===== src/rtl/tmul_row_sequencer.sv =====
// Row control stage for the tile-multiply FMA_Row datapath: walks k, fetches B rows,
// issues scalar/row/accumulator operands and captures the FMA product back into the accumulator.
module tmul_row_sequencer #(
  parameter int LANES   = 16,
  parameter int FMA_LAT = 0
) (
  input  logic                 clk,
  input  logic                 rst_n,
  input  logic                 start,
  input  logic [4:0]           k_count,
  input  logic [LANES*16-1:0]  a_row,
  input  logic [LANES*16-1:0]  c_init,
  output logic                 busy,
  output logic                 done,
  output logic [LANES*16-1:0]  c_row,
  output logic                 b_rd_en,
  output logic [3:0]           b_rd_addr,
  input  logic [LANES*16-1:0]  b_rd_data,
  output logic [15:0]          fma_a,
  output logic [LANES*16-1:0]  fma_b,
  output logic [LANES*16-1:0]  fma_c,
  input  logic [LANES*16-1:0]  fma_prod
);

  localparam int RW = LANES * 16;
  localparam int WW = (FMA_LAT > 0) ? $clog2(FMA_LAT + 1) : 1;

  typedef enum logic [2:0] {
    S_IDLE  = 3'd0,
    S_FETCH = 3'd1,
    S_ISSUE = 3'd2,
    S_WAIT  = 3'd3,
    S_DONE  = 3'd4
  } state_t;

  state_t          state_q, state_d;
  logic [4:0]      k_q, k_d;
  logic [4:0]      kmax_q, kmax_d;
  logic [RW-1:0]   a_q, a_d;
  logic [RW-1:0]   acc_q, acc_d;
  logic [15:0]     fa_q, fa_d;
  logic [RW-1:0]   fb_q, fb_d;
  logic [RW-1:0]   fc_q, fc_d;
  logic [WW-1:0]   wcnt_q, wcnt_d;
  logic [4:0]      k_clamp;
  logic [4:0]      k_next;

  always_ff @(posedge clk or negedge rst_n) begin
    if (!rst_n) begin
      state_q <= S_IDLE;
      k_q     <= '0;
      kmax_q  <= '0;
      a_q     <= '0;
      acc_q   <= '0;
      fa_q    <= '0;
      fb_q    <= '0;
      fc_q    <= '0;
      wcnt_q  <= '0;
    end else begin
      state_q <= state_d;
      k_q     <= k_d;
      kmax_q  <= kmax_d;
      a_q     <= a_d;
      acc_q   <= acc_d;
      fa_q    <= fa_d;
      fb_q    <= fb_d;
      fc_q    <= fc_d;
      wcnt_q  <= wcnt_d;
    end
  end

  assign k_clamp = (k_count > 5'd16) ? 5'd16 : k_count;
  assign k_next  = k_q + 5'd1;

  always_comb begin
    state_d = state_q;
    k_d     = k_q;
    kmax_d  = kmax_q;
    a_d     = a_q;
    acc_d   = acc_q;
    fa_d    = fa_q;
    fb_d    = fb_q;
    fc_d    = fc_q;
    wcnt_d  = wcnt_q;
    unique case (state_q)
      S_IDLE: begin
        if (start) begin
          a_d     = a_row;
          acc_d   = c_init;
          kmax_d  = k_clamp;
          k_d     = '0;
          state_d = (k_clamp == 5'd0) ? S_DONE : S_FETCH;
        end
      end
      S_FETCH: state_d = S_ISSUE;
      S_ISSUE: begin
        fb_d    = b_rd_data;
        fa_d    = a_q[{k_q[3:0], 4'b0000} +: 16];
        fc_d    = acc_q;
        wcnt_d  = WW'(FMA_LAT);
        state_d = S_WAIT;
      end
      S_WAIT: begin
        // Product is only trusted on the final WAIT cycle; earlier cycles may carry pipeline garbage.
        if (wcnt_q == '0) begin
          acc_d   = fma_prod;
          k_d     = k_next;
          state_d = (k_next < kmax_q) ? S_FETCH : S_DONE;
        end else begin
          wcnt_d = wcnt_q - WW'(1);
        end
      end
      S_DONE:  state_d = S_IDLE;
      default: state_d = S_IDLE;
    endcase
  end

  assign busy      = (state_q != S_IDLE);
  assign done      = (state_q == S_DONE);
  assign b_rd_en   = (state_q == S_FETCH);
  assign b_rd_addr = k_q[3:0];
  assign c_row     = acc_q;
  assign fma_a     = fa_q;
  assign fma_b     = fb_q;
  assign fma_c     = fc_q;

endmodule

===== config.mk =====
export PLATFORM = sky130hd
export DESIGN_NAME = tmul_row_sequencer
export DESIGN_NICKNAME = d
export VERILOG_FILES = /design/src/rtl/tmul_row_sequencer.sv
export SDC_FILE = /design/constraint.sdc
export NUM_CORES = 2
export LEC_CHECK = 0
export ABC_AREA = 1
export CAP_MARGIN = 20
export CORE_AREA = 4 4 716 718
export DETAILED_ROUTE_END_ITERATION = 6
export DIE_AREA = 0 0 720 722
export SLEW_MARGIN = 20
export SYNTH_ARGS = -nofsm -noshare
export SYNTH_HDL_FRONTEND = slang
export SYNTH_SLANG_ARGS = --single-unit

===== constraint.sdc =====
create_clock -name clk -period 2.35 [get_ports clk]
set_input_delay 0.47 -clock clk [delete_from_list [all_inputs] [get_ports clk]]
set_output_delay 0.47 -clock clk [all_outputs]
set_load 0.05 [all_outputs]

# Yosys cells after proc, flatten, opt, wreduce, memory -nomap -nowiden
# Cells that the tools add are included.
dict set report totals {
  mem_bits_ro 0
  mem_count 0
  regBits 1054
  out_inout_bits 791
  latch_bits 0
  ram_bits 0
  input_bits 1032
  wordCells 42
}
dict set report classes {
  mul 0
  n_div 0
  n_shift 1
  addsub 2
  n_eq_ne 6
  muxes 14
  bitwise 0
  order_cmp 2
  n_reduce_logical 8
}
# op count
set ops {}
lappend ops {{2-to-1 mux 256 bit} 2}
lappend ops {{one-hot mux 256 bit (2 select lines)} 1}
lappend ops {{variable part select 256 x 9 -> 16 bit} 1}
lappend ops {{2-to-1 mux 5 bit} 3}
lappend ops {{2-to-1 mux 3 bit} 4}
lappend ops {{one-hot mux 3 bit (4 select lines)} 1}
lappend ops {{one-hot mux 5 bit (2 select lines)} 1}
lappend ops {{== test 3 x 2 -> 1 bit, second input constant} 2}
lappend ops {{adder 5 x 1 -> 5 bit, second input constant} 1}
lappend ops {{> comparator 5 bit, second input constant} 1}
lappend ops {{logical NOT 5 bit} 1}
lappend ops {{< comparator 5 bit} 1}
lappend ops {{!= test 2 bit, second input constant} 2}
lappend ops {{AND reduction 2 bit} 2}
lappend ops {{nonzero test 2 bit} 2}
lappend ops {{== test 3 x 1 -> 1 bit, second input constant} 1}
lappend ops {{== test 3 bit, second input constant} 1}
lappend ops {{logical NOT 3 bit} 1}
lappend ops {{AND reduction 3 bit} 1}
lappend ops {{nonzero test 3 bit} 1}
lappend ops {{one-hot mux 1 bit (2 select lines)} 1}
lappend ops {{2-to-1 mux 1 bit} 1}
lappend ops {{subtractor 1 bit, second input constant} 1}

# Depth between registers and ports, before layout
dict set report logic_depth {
  ltp_word 6
  mapped_depth 12
  mapped_depth_nobuf 11
}

# Worst setup path before layout
# No wires, ideal clock.
dict set report synth_timing {
  path_type {register to register}
  startpoint {reg k_q[1]}
  endpoint {reg state_q[2]}
  path_slack_ns 0.350
  stages_incl_launch_ff 12
  path_buffers 2
  period_less_slack_ns 2.000
  required_time_ns 2.273
  arrival_time_ns 1.922
  setup_ns 0.077
  path_cell_list {dfrtp_1 -> clkbuf_1 -> clkbuf_1 -> nand3_1 -> xor2_1 -> ha_1 -> nand2_1 -> nor2_1 -> nand2_1 -> nand3_1 -> nand2_1 -> a21oi_1}
}
dict set report synth_via {
  elab_chain_cells 5
}
# item line_no
set synth_rtl {}
lappend synth_rtl {{start: declaration} 37} ;# logic [4:0] k_q, k_d;
lappend synth_rtl {{start signal: assignment} 61} ;# k_q <= k_d;
lappend synth_rtl {{adder 5 x 1 -> 5 bit} 73} ;# assign k_next = k_q + 5'd1;
lappend synth_rtl {{< comparator 5 bit} 108} ;# state_d = (k_next < kmax_q) ? S_FETCH : S_DONE;
lappend synth_rtl {{2-to-1 mux 3 bit} 108}
lappend synth_rtl {{2-to-1 mux 3 bit} 105} ;# if (wcnt_q == '0) begin
lappend synth_rtl {{one-hot mux 3 bit (4 select lines)} 85} ;# unique case (state_q)
lappend synth_rtl {{end signal: assignment} 60} ;# state_q <= state_d;
lappend synth_rtl {{end: declaration} 36} ;# state_t state_q, state_d;
# No other way between the ends. The select of a mux whose other input is x is not followed.
# A chain may end at the register's enable or synchronous reset.

# Worst setup path after layout
dict set report layout_timing {
  startpoint {reg state_q[2]}
  endpoint {reg acc_q[61] (netlist: c_row[61])}
}
dict set report layout_via {
  elab_chain_cells 3
  elab_cells_between_ends 7
}
# item line_no
set layout_rtl {}
lappend layout_rtl {{== test 3 x 2 -> 1 bit / logical NOT 3 bit (equally long branches)} 85}
lappend layout_rtl {{!= test 2 bit (no line) / nonzero test 2 bit (equally long branches)} --}
lappend layout_rtl {{AND reduction 3 bit (no line)} --}
lappend layout_rtl {{end signal: assignment} 54} ;# acc_q <= '0;
lappend layout_rtl {{end signal: assignment} 64} ;# acc_q <= acc_d;
lappend layout_rtl {{end: declaration} 40} ;# logic [RW-1:0] acc_q, acc_d;
# Several ways; a longest one is shown, not always the timed one.

==> out/results.ini <==
[critical_path]
worstSetupPathType = reg -> reg
r2r_cells = 8
end_kind = register
rrSetupSlack_ns = 0.008
cp.arrival_ns = 3.12
reg2reg_from = state_q[2]
r2r_end = c_row[61]
critPathMaxFanout = 45
worstSetupStartpointType = register
crit_required_ns = 3.13

[floorplan]
die_h_um = 722
start_util_pct = 8.66
dieArea_mm2 = 0.520
die_w_um = 720
ios = 1823
rows = 261
core_area_mm2 = 0.505

[route]
wire_per_inst_um = 32.3
vias = 47100
drc = 0
dr.pass1.iters = 6
routed_wl_um = 457000
drt-initial-drc-count = 4473
antenna_left = 0
vias_per_cell = 3.33

[cells_and_area]
fin_util_pct = 15.0
fillers = 57500
layout_common_cells = nand2_1, dfrtp_1, clkdlybuf4s50_1
drive_gt1_share_pct = 16.1
final_nets = 8277
layout_commonest_cell = nand2_1
area_growth_pct = 72.9

[sta]
skew_ns = 0.0631
hold_violations = 0
setup_viol = 0
rsz0062_at_grt = true
relSlewSlack_pct = 38.2
worstMarginPinSlew_ns = 0.928
drv_slew = 0
period_share_pct = 99.7
max_freq_mhz = 427
whs_ns = 0.152
min_period_ns = 2.34

[clock_network]
cts_root_buf = clkbuf_16
cts_buffers = 154
clock_latency_ns = 0.85
cts_buffer_depth = 4
cts_sinks = 1053
htreeDepth = 4
clkSlewWorstSetupHoldPaths_ns = 0.06
cts_tree = done

[pwr]
ir_worst_vdd_uv = 976
leakagePower_nw = 34.5
power_density_mw_per_mm2 = 1890

[synth]
synth-main-ff-cell = dfrtp_1
synth_top_area_share_pct = 60.3
yosysWarnings = 0
syn_nets = 6416
syn_area_mm2 = 0.0437
synth_edf_count = 0
synth_top_area_cell = dfrtp_1
ys_top_cells_by_area = dfrtp_1, nand2_1, a31oi_1, nor2_1, nand3_1
seq_area_frac_synth_pct = 60.3
synth.avg_cell_area_um2 = 8.13
synthCells = 5379
ys_seq_elements = 1053
yosysUniqueCellTypes = 20
async_reset_ff_share_pct = 100

[status]
status = completed

[job]
cap_violations = 0

[hold_path]
holdCritStartpoint = a_row[123]
hp-class = in -> reg
min_to = a_q[123]
holdPathStages = 3

[global_route]
grt_util_all_layers_pct = 16.9
grt_overflow = 0
grt_start_max_net_pins = 117
grt_pass1_wl_um = 562000
antenna_found_initial = 278
grt_pass1_vias = 46200

[placement]
globalplace.congestion = 1.01
numPortBuffers = 1822
hpwl_um = 394000

==> Yosys cell counts, types with 2 or more instances <==
cell	instances
a21oi_1	3
a31oi_1	257
buf_1	39
buf_2	108
buf_4	8
clkbuf_1	188
dfrtp_1	1053
ha_1	5
inv_1	13
inv_2	6
nand2_1	3220
nand2_2	2
nand3_1	196
nor2_1	264
o21ai_0	10
xor2_1	3
==> metrics by stage <==
step | cells | total power (W) | setup slack (ns) | area (um2) | setup TNS [ns]
detailed placement | 13800 | 0.120 | 0.0613 | 70000 | 0
global route | 14100 | 0.150 | -0.0426 | 75600 | -0.0908
floorplan | 5379 | 0.0760 | 0.350 | 43700 | 0
global placement | 13800 | 0.120 | 0.0797 | 70000 | 0
finish | 14100 | 0.143 | 0.00818 | 75600 | 0
CTS | 14100 | 0.145 | -0.0420 | 75400 | -0.105
==> worst max-delay path by stage <==
stage / end / slack (ns) / from
6_report: c_row[61] / 0.008 / state_q[2]
5_1_grt: busy / -0.04 / state_q[0]
4_1_cts: done / -0.04 / state_q[0]
3_5_place_dp: a_q[118] / 0.06 / start
3_3_place_gp: a_q[111] / 0.08 / start
2_1_floorplan: state_q[2] / 0.35 / k_q[1]
==> sequential cells by signal, indices dropped and copies added (netlist names) <==
register,count
c_row,256
fma_a,16
state_q,3
kmax_q,5
k_q,5
a_q,256
fma_b,256
fma_c,256
==> worst max-delay path, cell delays in order, from the launching register on <==
cell and delay (ns):
dfrtp_1 0.41, inv_2 0.11, nand2_4 0.06, buf_4 0.14, nor2_4 0.27, buf_12 0.24, buf_12 0.25, nand2_1 0.39
a31oi_1 0.27
==> area by class of cell <==
cell class	count	area [um2]	area share [%]
Clock inverter	67	783	1.04
Multi-Input combinational cell	3964	15900	21.1
Tap cell	6706	8390	11.1
Inverter	19	100	0.132
Antenna cell	71	178	0.235
Clock buffer	203	4220	5.58
Sequential cell	1053	26400	34.9
Timing Repair Buffer	2048	19600	26.0
==> report_power, final <==
group,switching (W),internal [W]
Combinational,0.0625,0.0206
Sequential,0.00824,0.0274
Clock,0.0103,0.0139
==> cell families after synthesis <==
kind of cell	synth area share, %
compound gates	3.84
xor+xnor	0.0601
fa+ha+maj	0.143
buf+inv	3.48
flops	60.3
simple gates	32.2
==> per-layer routing <==
| metal | part of all wire (%) | track usage (%) | up-vias |
|---|---|---|---|
| li1 | - | - | 20600 |
| met1 | 41 | 21.2 | 23100 |
| met2 | 43 | 26.0 | 2586 |
| met3 | 11 | 6.90 | 690 |
| met4 | 4.2 | 5.72 | 116 |
| met5 | 0.21 | 0.277 | - |
==> repair_timing <==
item                                    in CTS  in global routing
gates cloned                                 5                  0
hold buffers                                 5                  0
hold endpoints to repair                   257                  0
endpoints found under the setup margin     224                 11
setup buffers                                7                  0
pin swaps                                    2                  1
resized for setup                          499                  8
Note: power is estimated with default switching activity, not from simulation.
